$ cat config.mk
export PLATFORM = sky130hd
export DESIGN_NAME = function_dispatcher
export DESIGN_NICKNAME = d
export VERILOG_FILES = /design/src/rtl/function_dispatcher_pkg.sv /design/src/rtl/function_dispatcher_sync.sv /design/src/rtl/function_dispatcher.sv
export SDC_FILE = /design/constraint.sdc
export NUM_CORES = 1
export LEC_CHECK = 0
export CAP_MARGIN = 5
export CELL_PAD_IN_SITES_DETAIL_PLACEMENT = 0
export CELL_PAD_IN_SITES_GLOBAL_PLACEMENT = 1
export CORE_MARGIN = 2
export CORE_UTILIZATION = 40
export DETAILED_ROUTE_END_ITERATION = 10
export GPL_ROUTABILITY_DRIVEN = 0
export GPL_TIMING_DRIVEN = 0
export HOLD_SLACK_MARGIN = 0.15
export MAX_ROUTING_LAYER = met4
export PLACE_DENSITY = 0.71
export SETUP_SLACK_MARGIN = 0.02
export SLEW_MARGIN = 20
export SYNTH_ARGS = -nofsm -noshare
export SYNTH_HDL_FRONTEND = slang
export SYNTH_SLANG_ARGS = --single-unit
$ cat constraint.sdc
create_clock -name clk -period 3.6 [get_ports clk]
set_input_delay 1.08 -clock clk [delete_from_list [all_inputs] [get_ports clk]]
set_output_delay 1.08 -clock clk [all_outputs]
set_load 0.01 [all_outputs]
$ cat src/rtl/function_dispatcher_pkg.sv
// Shared types and helpers for the function dispatcher: FSM states, fixed
// cycle counts and the lowest-set-bit priority encoder.
package function_dispatcher_pkg;

    typedef enum logic [2:0] {
        IDLE  = 3'd0,
        SERVE = 3'd1,
        CHECK = 3'd2,
        CLEAR = 3'd3,
        DRAIN = 3'd4
    } disp_state_t;

    localparam int DRAIN_CYCLES = 2;
    localparam int SYNC_STAGES  = 2;
    localparam int MAX_N        = 32;

    // Index of the lowest set bit; 0 when the vector is empty.
    function automatic int unsigned lowest_set(input logic [MAX_N-1:0] v);
        lowest_set = 0;
        for (int i = MAX_N - 1; i >= 0; i--) begin
            if (v[i]) lowest_set = $unsigned(i);
        end
    endfunction

endpackage

$ cat src/rtl/function_dispatcher_sync.sv
// W-bit multi-flop synchronizer for the chooser's self-timed outputs,
// cleared by the synchronous active-high reset.
module sync_2ff
    import function_dispatcher_pkg::*;
#(
    parameter int W = 1
) (
    input  logic         clk,
    input  logic         rst,
    input  logic [W-1:0] d,
    output logic [W-1:0] q
);

    logic [W-1:0] stage_q [SYNC_STAGES];

    always_ff @(posedge clk) begin
        if (rst) begin
            for (int i = 0; i < SYNC_STAGES; i++) stage_q[i] <= '0;
        end else begin
            stage_q[0] <= d;
            for (int i = 1; i < SYNC_STAGES; i++) stage_q[i] <= stage_q[i-1];
        end
    end

    assign q = stage_q[SYNC_STAGES-1];

endmodule

$ cat src/rtl/function_dispatcher.sv
// Clocked consumer of the asynchronous function chooser: serves each requested
// function over go/done in ascending order, then pulses chooser_rst and drains.
module function_dispatcher
    import function_dispatcher_pkg::*;
#(
    parameter int N          = 2,
    parameter int CLR_CYCLES = 2,
    parameter int TIMEOUT    = 1023,
    localparam int SW        = (N > 1) ? $clog2(N) : 1
) (
    input  logic          clk,
    input  logic          rst,
    input  logic [N-1:0]  sets_in,
    input  logic          fin_in,
    output logic          chooser_rst,
    output logic [N-1:0]  go,
    input  logic [N-1:0]  done,
    output logic          busy,
    output logic [SW-1:0] sel,
    output logic          err_timeout,
    output logic          err_late
);

    localparam int CW   = (TIMEOUT > 0) ? $clog2(TIMEOUT + 1) : 1;
    localparam int PMAX = (CLR_CYCLES > DRAIN_CYCLES) ? CLR_CYCLES : DRAIN_CYCLES;
    localparam int PW   = $clog2(PMAX + 1);

    localparam logic [CW-1:0] TLIM       = CW'((TIMEOUT > 0) ? TIMEOUT - 1 : 0);
    localparam logic [PW-1:0] CLR_LAST   = PW'(CLR_CYCLES - 1);
    localparam logic [PW-1:0] DRAIN_LAST = PW'(DRAIN_CYCLES - 1);

    logic [N-1:0]  sets_s;
    logic          fin_s;

    disp_state_t   state_q, state_d;
    logic [N-1:0]  pending_q, pending_d;
    logic [N-1:0]  served_q, served_d;
    logic [CW-1:0] cnt_q, cnt_d;
    logic [PW-1:0] phase_q, phase_d;
    logic [N-1:0]  go_q, go_d;
    logic [SW-1:0] sel_q, sel_d;
    logic          crst_q, crst_d;
    logic          etout_q, etout_d;
    logic          elate_q, elate_d;

    logic [N-1:0]  fresh;
    logic [N-1:0]  merged;

    sync_2ff #(.W(N)) u_sync_sets (
        .clk (clk),
        .rst (rst),
        .d   (sets_in),
        .q   (sets_s)
    );

    sync_2ff #(.W(1)) u_sync_fin (
        .clk (clk),
        .rst (rst),
        .d   (fin_in),
        .q   (fin_s)
    );

    function automatic logic [SW-1:0] pick(input logic [N-1:0] v);
        pick = SW'(lowest_set(MAX_N'(v)));
    endfunction

    function automatic logic [N-1:0] onehot(input logic [SW-1:0] idx);
        onehot      = '0;
        onehot[idx] = 1'b1;
    endfunction

    // Requests not yet served in this round; already-served bits stay masked
    // because the synchronizers lag the chooser clear by a couple of cycles.
    assign fresh  = sets_s & ~served_q;
    assign merged = pending_q | fresh;

    always_comb begin
        state_d   = state_q;
        pending_d = pending_q;
        served_d  = served_q;
        cnt_d     = cnt_q;
        phase_d   = phase_q;
        go_d      = go_q;
        sel_d     = sel_q;
        crst_d    = 1'b0;
        etout_d   = etout_q;
        elate_d   = elate_q;

        case (state_q)
            IDLE: begin
                // fin without sets is synchronizer skew; wait for both.
                if (fin_s && sets_s != '0) begin
                    pending_d = sets_s;
                    sel_d     = pick(sets_s);
                    go_d      = onehot(pick(sets_s));
                    cnt_d     = '0;
                    state_d   = SERVE;
                end
            end
            SERVE: begin
                if (done[sel_q]) begin
                    pending_d[sel_q] = 1'b0;
                    served_d[sel_q]  = 1'b1;
                    go_d             = '0;
                    state_d          = CHECK;
                end else if (TIMEOUT != 0 && cnt_q == TLIM) begin
                    // Abandoned index still counts as served so it is not retried.
                    pending_d[sel_q] = 1'b0;
                    served_d[sel_q]  = 1'b1;
                    go_d             = '0;
                    etout_d          = 1'b1;
                    state_d          = CHECK;
                end else if (cnt_q != '1) begin
                    cnt_d = cnt_q + 1'b1;
                end
            end
            CHECK: begin
                pending_d = merged;
                if (merged != '0) begin
                    sel_d   = pick(merged);
                    go_d    = onehot(pick(merged));
                    cnt_d   = '0;
                    state_d = SERVE;
                end else begin
                    crst_d  = 1'b1;
                    phase_d = '0;
                    state_d = CLEAR;
                end
            end
            CLEAR: begin
                if (fresh != '0) elate_d = 1'b1;
                if (phase_q == CLR_LAST) begin
                    phase_d = '0;
                    state_d = DRAIN;
                end else begin
                    phase_d = phase_q + 1'b1;
                    crst_d  = 1'b1;
                end
            end
            DRAIN: begin
                if (phase_q == DRAIN_LAST) begin
                    phase_d   = '0;
                    served_d  = '0;
                    pending_d = '0;
                    state_d   = IDLE;
                end else begin
                    phase_d = phase_q + 1'b1;
                end
            end
            default: begin
                state_d = IDLE;
            end
        endcase
    end

    always_ff @(posedge clk) begin
        if (rst) begin
            state_q   <= IDLE;
            pending_q <= '0;
            served_q  <= '0;
            cnt_q     <= '0;
            phase_q   <= '0;
            go_q      <= '0;
            sel_q     <= '0;
            crst_q    <= 1'b0;
            etout_q   <= 1'b0;
            elate_q   <= 1'b0;
        end else begin
            state_q   <= state_d;
            pending_q <= pending_d;
            served_q  <= served_d;
            cnt_q     <= cnt_d;
            phase_q   <= phase_d;
            go_q      <= go_d;
            sel_q     <= sel_d;
            crst_q    <= crst_d;
            etout_q   <= etout_d;
            elate_q   <= elate_d;
        end
    end

    assign chooser_rst = crst_q;
    assign go          = go_q;
    assign sel         = sel_q;
    assign busy        = (state_q != IDLE);
    assign err_timeout = etout_q;
    assign err_late    = elate_q;

endmodule

### After elaboration in Yosys (flattened, before gate mapping)

Memory sizes are Yosys's and may differ from the RTL's.
Index checks and enable logic that the tools add are counted.
W data, S select, Z words.

| word-level totals | value |
|---|---|
| register bits after elaboration | 25 |
| bits in writable memories | 6 |
| bits of input ports | 7 |
| output and inout bits | 7 |
| word-level logic and storage cells | 129 |
| memories kept | 2 |

| operators by class | value |
|---|---|
| add/subtract/negate cells | 2 |
| magnitude comparators | 6 |
| equal/unequal tests | 16 |
| muxes and demuxes | 58 |
| bitwise logic cells | 11 |
| reduce and logical (&&, ||, !) cells | 24 |

Memories:

| name | words | width | read ports | clocked after Yosys merged registers in | wr ports | RTL line | text |
|---|---|---|---|---|---|---|---|
| u_sync_sets.stage_q | 2 | 2 | 2 | 0 | 2 | function_dispatcher_sync.sv:14 | `logic [W-1:0] stage_q [SYNC_STAGES];` |
| u_sync_fin.stage_q | 2 | 1 | 2 | 0 | 2 | function_dispatcher_sync.sv:14 |  |

Operator list:

| kind | count |
|---|---|
| $mux W10 | 5 |
| $mux W2 | 15 |
| $pmux W10 S3 | 1 |
| $mux W1 | 22 |
| $ne A2 B2 Y1 const B | 8 |
| $mux W3 | 5 |
| $pmux W3 S5 | 1 |
| $reduce_and A4 Y1 | 3 |
| $reduce_bool A2 Y1 | 6 |
| $add A10 B1 Y10 const B | 1 |
| $eq A10 B10 Y1 const B | 1 |
| $ne A10 B10 Y1 const B | 1 |
| $reduce_and A3 Y1 | 3 |
| $pmux W2 S2 | 2 |
| $pmux W2 S4 | 1 |
| $eq A3 B2 Y1 const B | 2 |
| $lt A1 B2 Y1 const B | 3 |
| $pmux W2 S3 | 1 |
| $reduce_and A6 Y1 | 1 |
| $reduce_bool A3 Y1 | 2 |
| $and A2 B2 Y2 | 2 |
| $logic_and A1 B1 Y1 | 4 |
| $not A2 Y2 | 2 |
| $or A1 B1 Y1 | 4 |
| 14 further kinds | 21 |

### Depth between registers and ports, before layout

Gate-level depths: netlist of the first run.

| logic depth | value |
|---|---|
| depth after elaboration | 13 |
| gate-level depth with buffers | 7 |
| mapped depth without buffers | 7 |

### Cells and area by module

Synthesis of the first run repeated with hierarchy kept, for this count alone.

| second synthesis, totals | value |
|---|---|
| cell total of the unflattened synthesis | 197 |
| area total of the unflattened synthesis | 1,731.7 µm² |

By module, submodules not included:

| module | instances | cells an instance | area an instance (µm²) | sequential area each (µm²) |
|---|---|---|---|---|
| function_dispatcher | 1 | 183 | 1,559.0 | 500.5 |
| sync_2ff (u_sync_sets) | 1 | 10 | 120.1 | 80.1 |
| sync_2ff (u_sync_fin) | 1 | 4 | 52.6 | 40.0 |

### Worst setup path after synthesis of the first run

No wires, ideal clock.

| timing path | value |
|---|---|
| path kind | in2reg |
| start point | input done[1] |
| end point | register sel_q (netlist: sel) |
| library setup time | 0.116 ns |
| arrival time | 2.088 ns |
| data required time | 3.484 ns |
| setup slack | 1.395 ns |
| stages on the path | 5 |
| buffers on the path | 0 |
| cells stage by stage | mux2_2 > a311o_4 > o211ai_4 > nor4b_1 > o211a_1 |

RTL lines:

| element | RTL line | text |
|---|---|---|
| from (decl) | function_dispatcher.sv:17 | `input logic [N-1:0] done,` |
| to (signal assigned) | function_dispatcher.sv:175 | `sel_q <= sel_d;` |
| to (decl) | function_dispatcher.sv:41 | `logic [SW-1:0] sel_q, sel_d;` |

### Worst setup path in the final report of the first run

| timing path | value |
|---|---|
| start point | register state_q[1] |
| end point | output busy |

| on the way | value |
|---|---|
| longest elaborated chain between the ends | 1 |

RTL lines:

| element | RTL line | text |
|---|---|---|
| from (decl) | function_dispatcher.sv:35 | `disp_state_t state_q, state_d;` |
| from (signal assigned) | function_dispatcher.sv:169 | `state_q <= state_d;` |
| $reduce_bool A3 Y1 | function_dispatcher.sv:185 | `assign busy = (state_q != IDLE);` |
| to (decl) | function_dispatcher.sv:18 | `output logic busy,` |

No other way between the ends.

==> reports/qor.csv, run 1 <==
metric,value,unit
cts_resized,0,
drt_wl_total,3.850,mm
avgSynthCellArea,8.545,um^2
required,2520,ps
powerDensity,586.3,nW/um^2
path_delay_family,buffers and inverters,
num-nets-final,216,
crit_arrival,1690,ps
place_area,1789,um^2
ys_top_cells_by_count,"dfxtp_1 (31), nor2_1 (19), nand2_1 (17)",
dr.pass1.iters,4,
yosysMostFrequentCell,dfxtp_1,
regToRegEndpoint,go[1],
syn_to_final_growth,18.69,%
synth_seq_cells,31,
hold_violations,0,
fin_area,1907,um^2
start_kind,register,
cp-startpoint,state_q[1],
crit-reg2reg-launch,state_q[1],
clock.fmax,360.4,MHz
postCtsHoldBufs,0,
clockRootBuffer,clkbuf_8,
clk_pin_slew,70,ps
relSlewSlack,57.62,%
synth_top_cell_by_area,dfxtp_1,
rows,23,
portBuffers,12,
finalMaxSlewViolations,0,
fin_crit,2775,ps
cts_tree,yes,
cts_sinks,31,
clk_latency,290,ps
cap_violations,0,
num_vias,1422,
min_path_cells,1,
multi_input_area,928.4,um^2
reg2regPathDepth,6,
worstPathCellList,buf_2 -> or3_1 -> clkdlybuf4s50_1,
nFillCells,376,
dr.first_iter.drc_count,107,
end_kind,output pin,
cpPeakStageDelay,500,ps
setup_tns,0,ps
htree_num_levels,2,
grt_antenna_before_repair,0,
synth_top_flop_cell,dfxtp_1,
synth_area,1607,um^2
viasPerCell,5.512,
track_usage,20.43,%
start_util,40.75,%
hold_path.class,register to register,
synthCells,188,
p_leak,0.6653,nW
grt_pass1_wl,6.672,mm
tightest_slew,632.9,ps
setup_viol,0,
min_to,u_sync_fin.stage_q[0][1],
drc,0,
synth_edf_count,0,
grt_pass1_vias,1393,
rsz0062_at_grt,false,
fp.dieW,67.38,um
status,"finished, final reports clean",
die_y,67.38,um
io_pins,14,
syn_nets,197,
synthArstFlopShare,0,%
clockBufferDepth,2,
post_cts_buffers,0,
synth_top_area_share,38.63,%
skew,6.573,ps
worstPathMaxFanout,10,
cp_num_buf_inv,2,
coreArea,3943,um^2
dieArea,4539,um^2
min_from,u_sync_fin.stage_q[0][0],
grt_max_degree,11,
synthTopCellsByArea,"dfxtp_1 (39%), a21oi_1 (5.0%), nor2b_1 (4.7%)",
diodes,0,
final_layout_size_suffix_gt1_share,10.58,%
r2r_setup_slack,1710,ps
ir_worst_vdd,0.2644,mV
slowest_stage,clkdlybuf4s50_1,
overflow,0,
wl_per_cell,14.92,um
ys_types,49,
ys_warn_count,0,
antenna_left,0,
cts_made_buffers,5,
period_share,77.08,%
ys_seq_area_share,38.63,%
finalPower,1.118,mW
path_class,register to output pin,
hpwl,2.837,mm
register_area,620.6,um^2
kinds of logic after synthesis:
group / share of synthesized area, %
AO/OA/AOI/OAI: 26.17
XOR/XNOR: 1.091
adder cells (fa/ha/maj): 1.557
buffers and inverters: 3.582
flip-flops: 38.63
multiplexers: 2.570
AND/OR/NAND/NOR: 26.40
metal layers:
layer	global-route usage [%]	part of all wire (%)	vias up	wire length, um
met5	-	0	-	0
met4	6.122	1.4	0	52
met3	5.000	5.6	7	215
met2	30.45	45	35	1720
met1	27.38	48	650	1862
li1	-	-	730	-
state kept, by name (all words and copies together) (netlist names):
| signal | cells |
|---|---|
| pending_q | 2 |
| go | 2 |
| err_late | 1 |
| cnt_q | 10 |
| err_timeout | 1 |
| chooser_rst | 1 |
| state_q | 3 |
| served_q | 2 |
| u_sync_sets.stage_q | 4 |
| sel | 1 |
| u_sync_fin.stage_q | 2 |
| phase_q | 2 |
cell usage in the layout (no fill, tap or decap), types with 6 or more instances in the layout:
master / n
inv_1: 6
a21oi_1: 16
clkbuf_8: 6
nor2b_1: 12
clkdlybuf4s50_1: 12
nand2_1: 17
o21ai_0: 9
nor2_1: 19
nand3_1: 6
dfxtp_1: 31
layout make-up:
type                    count  area share, %
plain buffers               8          1.837
clock buffers               6          4.331
clock inverters             2          1.837
inverters                   6          1.181
multi-input cells         143          48.69
flip-flops and latches     31          32.55
well taps                  50          3.281
repair buffers             12          6.299
how the worst max path moves through the flow:
stage / slack, ps / depth (start not counted) / end
5_1_grt: 780 / 3 / busy
4_1_cts: 830 / 3 / busy
3_3_place_gp: 870 / 6 / sel
2_1_floorplan: 1400 / 5 / sel
3_5_place_dp: 850 / 6 / sel
6_report: 830 / 3 / busy
where the power goes:
group          total, mW  switching, mW  internal, mW
combinational      0.360          0.207         0.153
clock              0.359          0.135         0.224
sequential         0.400         0.0268         0.373
stage by stage:
stage                     util, %  hold WS (ps)  setup WS, ps  instances
after floorplan                 -         413.8          1396        188
after global placement      45.38         418.1         874.3        250
after detailed placement    45.38         433.7         849.1        250
after CTS                   48.37         449.8         828.3        258
after global routing        48.37         463.6         775.8        258
final                       48.37         444.0         825.0        258
(Power assumes the default switching activity.)
==> inputs of run 2 (changes only) <==
- clock period: 3.6 -> 2.75 ns (I/O delays scaled with it)
==> results of run 2 <==
The final DEF is identical to that of run 1. Status: finished, final reports clean.
Main changes from that run: setup slack after placement 849.1 ps -> 254.1 ps; setup slack after layout 825.0 ps -> 230.0 ps; register-to-register setup slack 1710 ps -> 860 ps; total power 1.118 mW -> 1.463 mW; worst IR drop on VDD 0.2644 mV -> 0.3461 mV
==> inputs of run 3 (changes only) <==
- clock period: 2.75 -> 2.5 ns (I/O delays scaled with it)
==> reports/qor.csv, run 3 (synthesis gave the netlist of run 1 again) <==
metric,value,unit,change
setup_tns,0,ps,unchanged
hpwl,2.837,mm,unchanged
num_vias,1427,,+0.35%
rsz0062_at_grt,false,,
coreArea,3943,um^2,unchanged
required,2690,ps,
clockRootBuffer,clkbuf_8,,
multi_input_area,928.4,um^2,unchanged
portBuffers,12,,unchanged
postCtsHoldBufs,0,,unchanged
p_clk_share,32.1,%,about the same
internal_power,1.077,mW,
sw_frac_of_total,32.93,%,
ir_worst_vdd,0.3792,mV,
die_y,67.38,um,unchanged
cts_made_buffers,5,,unchanged
drc,0,,unchanged
largest_register_ffs,10,,unchanged
p_leak,0.6817,nW,+2.5%
skew,7.177,ps,+0.6040 ps
dieArea,4539,um^2,unchanged
period_share,85.40,%,
setup_viol,0,,unchanged
register_area,620.6,um^2,unchanged
start_util,40.75,%,unchanged
nFillCells,376,,unchanged
viasPerCell,5.531,,+0.35%
combPwrFrac,32.1,%,about the same
diodes,0,,unchanged
grt_pass1_wl,6.672,mm,unchanged
antenna_left,0,,unchanged
hold_violations,0,,unchanged
clk_latency,290,ps,about the same
clk_pin_slew,70,ps,about the same
grt_pass1_vias,1393,,unchanged
clockBufferDepth,2,,unchanged
dr.pass1.iters,4,,unchanged
worstPathMaxFanout,7,,-3
tightest_slew,636.2,ps,+3.314 ps
final_cell_mix,"dfxtp_1 (31), nor2_1 (19), nand2_1 (17), a21oi_1 (16), nor2b_1 (12)",,
status,"finished, final reports clean",,
cap_violations,0,,unchanged
crit_arrival,2320,ps,+630 ps
cts_resized,0,,unchanged
final_layout_size_suffix_gt1_share,10.58,%,unchanged
largest_register,cnt_q,,
reg_top3,"cnt_q (10), u_sync_sets.stage_q (4), state_q (3)",,
end_kind,register,,
finalMaxSlewViolations,0,,unchanged
p_switching,529.1,uW,
rows,23,,unchanged
start_kind,input port,,
clock.fmax,468.4,MHz,
seq_power_share,35.8,%,about the same
path_class,input port to register,,
layout_commonest_cell,dfxtp_1,,
post-route-util,48.43,%,+0.064 points
cts_sinks,31,,unchanged
cts_tree,yes,,
io_pins,14,,unchanged
drt_wl_total,3.850,mm,unchanged
num-nets-final,216,,unchanged
wl_per_cell,14.92,um,unchanged
dr.first_iter.drc_count,74,,-31%
overflow,0,,unchanged
powerDensity,841.4,nW/um^2,
grt_max_degree,11,,unchanged
htree_num_levels,2,,unchanged
fin_crit,2135,ps,
grt_antenna_before_repair,0,,unchanged
fp.dieW,67.38,um,unchanged
hold_path.class,register to register,,
post_cts_buffers,0,,unchanged
track_usage,20.43,%,unchanged
syn_to_final_growth,18.85,%,
relSlewSlack,57.40,%,-0.22 points
[run 3: power by group through the flow]
stage          sequential [mW]  clock (mW)  combinational, mW
4_1_cts                  0.575       0.529              0.520
6_report                 0.576       0.515              0.516
3_5_place_dp             0.586           0              0.517
5_1_grt                  0.582       0.553              0.572
2_1_floorplan            0.585           0              0.362
3_3_place_gp             0.584           0              0.508
[run 3: metal layers]
metal | GRT usage [%] | vias to the layer above | wire length [um]
met3 | 5.000 | 7 | 155
met1 | 27.38 | 662 | 1925
met4 | 6.122 | 0 | 52
met2 | 30.45 | 28 | 1717
met5 | - | - | 0
li1 | - | 730 | -
[run 3: worst max-delay path, cell delays in order]
cell             delay [ps]
clkdlybuf4s50_1         440
mux2_2                  300
a311o_4                 390
o211ai_4                130
nor4b_1                 100
o211a_1                 210
[run 3: final timing paths]
check,end,startpoint,slack (ps),cells past startpoint
max,sel,done[0],370,6
min,u_sync_fin.stage_q[0][1],u_sync_fin.stage_q[0][0],440,1
max reg2reg,go[1],state_q[0],610,6
min reg2reg,u_sync_fin.stage_q[0][1],u_sync_fin.stage_q[0][0],440,1
[run 3: through the flow]
step           total power, mW  setup slack, ps  instances  area, um^2  hold slack (ps)
2_1_floorplan           0.9469            625.5        188        1607            413.8
3_3_place_gp             1.093            104.3        250        1789            418.1
3_5_place_dp             1.103            79.11        250        1789            433.7
4_1_cts                  1.625            58.30        258        1907            449.8
5_1_grt                  1.706            216.2        258        1909            463.6
6_report                 1.606            365.1        258        1909            443.9
[run 3: cell type report]
cell class,instances,share of cell area (%)
multi-input cells,143,48.62
flip-flops and latches,31,32.50
repair buffers,12,6.422
clock buffers,6,4.325
well taps,50,3.277
clock inverters,2,1.835
plain buffers,8,1.835
inverters,6,1.180
==> patch (settings of run 3) <==
The parameter `CLR_CYCLES` goes from 2 to 1.
--- a/src/rtl/function_dispatcher.sv
+++ b/src/rtl/function_dispatcher.sv
@@ -5,5 +5,5 @@
 #(
     parameter int N          = 2,
-    parameter int CLR_CYCLES = 2,
+    parameter int CLR_CYCLES = 1,
     parameter int TIMEOUT    = 1023,
     localparam int SW        = (N > 1) ? $clog2(N) : 1
Formal check against the unedited RTL: not equivalent (Yosys sat finds a counterexample within 10 cycles, from zero or initial values and one cycle with rst high).
==> patch against run 3 <==
  * Sequential cell count unchanged
  * Final area increased by 9.8%
  * Setup slack got worse by 0.22 ns
  * Power increased by 0.79%
  * Synthesized area increased by 13%
  * Via count increased by 16%
  * Routed wire length increased by 16%
  * Sequential share of layout area decreased by 2.9 points
  * Critical path type is now reg -> out
==> patch: results (changes against run 3) <==
sequential-to-total area share from yosys stat=34.1% (-4.5 points); drt first-iter violations=73 (-1.4%); outcome=finished, final reports clean; metal3 WL=157 um (+1.3%); fill count=431 (+15%); layout cells sized above 1=11.2% (+0.58 points); initial antenna violation count=0 (unchanged); number of global-route vias before repair=1574 (+13%); Mapped Nets=225 (+14%); synth unique cells=55 (+12%); routed vias/inst=5.82 (+5.2%); largest family of logic cells by synthesized area=compound AO/OA/AOI/OAI gates; LEAKAGE=0.728 nW (+6.8%); Setup WS pre-CTS=-0.0297 ns (-0.109 ns); Crit path arrival time=1.60 ns (-0.72 ns); worst stage delay on the critical path=0.48 ns (+0.04 ns); synth cell count leaders=31 x dfxtp_1, 22 x a21oi_1, 19 x nand2_1, 15 x nor2_1, 10 x inv_1; Adder-Cell Fraction of Synth Area=4.12% (+2.6 points); Synth area leaders=dfxtp_1 34%, a21oi_1 6.0%, ha_1 4.1%, nand2_1 3.9%, nor2_1 3.1%; final setup skew=0.00354 ns (-0.00364 ns); post-DP HPWL=3.32 mm (+17%); post-synthesis mux area share=2.47% (-0.096 points); dpl cell area=0.00202 mm^2 (+13%); nets=245 (+13%); Synth Area in XOR/XNOR=0% (-1.1 points); worst vdd ir=0.000359 V (-5.3%); compound-gate portion of the synthesized area=26.9% (+0.70 points); Syn Inst Count=212 (+13%); Layout area overhead=15.2%; DRT met1 WL=2.05 mm (+6.2%); global-route wire length before repair=7.53 mm (+13%); largest fanout on the critical path=9 (+2)
[patch: cell count changes in the layout (fill, tap and decap cells not counted), moves of 3 or more]
| cell | change |
|---|---|
| nor2_1 | -4 |
| and2_1 | +3 |
| a211oi_1 | +3 |
| nor2b_1 | -4 |
| buf_4 | +4 |
| ha_1 | +4 |
| nor3_1 | +3 |
| o31ai_1 | +3 |
| inv_1 | +4 |
| a21oi_1 | +6 |
| a31oi_1 | +5 |
[patch: final timing paths]
| check | start | to | slack, ns | cells past startpoint |
|---|---|---|---|---|
| max reg2reg | cnt_q[0] | cnt_q[1] | 0.45 | 7 |
| min reg2reg | u_sync_sets.stage_q[0][0] | u_sync_sets.stage_q[0][2] | 0.44 | 1 |
| min | u_sync_sets.stage_q[0][0] | u_sync_sets.stage_q[0][2] | 0.44 | 1 |
| max | state_q[2] | busy | 0.15 | 4 |
[patch: logic make-up (layout without fill, tap and decap cells)]
family	count (synthesis)	in the layout
muxes	4	4
and+or+nand+nor	82	82
AOI/OAI and AO/OA	67	67
buffers and inverters	22	43
adders and majority gates	6	6
DFF	31	31
[patch: final cells by class]
class,count,share of cell area (%)
plain buffers,12,3.40
clock buffers,7,3.64
multi-input cells,159,52.0
clock inverters,1,0.239
flip-flops and latches,31,29.6
well taps,52,3.10
repair buffers,13,6.21
inverters,10,1.79
[patch: per-layer routing]
layer / vias to the layer above / GRT usage (%)
li1: 824 / -
met1: 797 / 22.9
met2: 33 / 32.8
met3: 4 / 3.80
met4: 0 / 6.29
met5: - / -
[patch: where the power goes]
group / leakage (nW) / total, mW / switching [mW] / internal, mW
clock: 0.0422 / 0.371 / 0.176 / 0.195
combinational: 0.434 / 0.664 / 0.397 / 0.267
sequential: 0.252 / 0.584 / 0.0409 / 0.543
total: 0.728 / 1.62 / 0.614 / 1.01
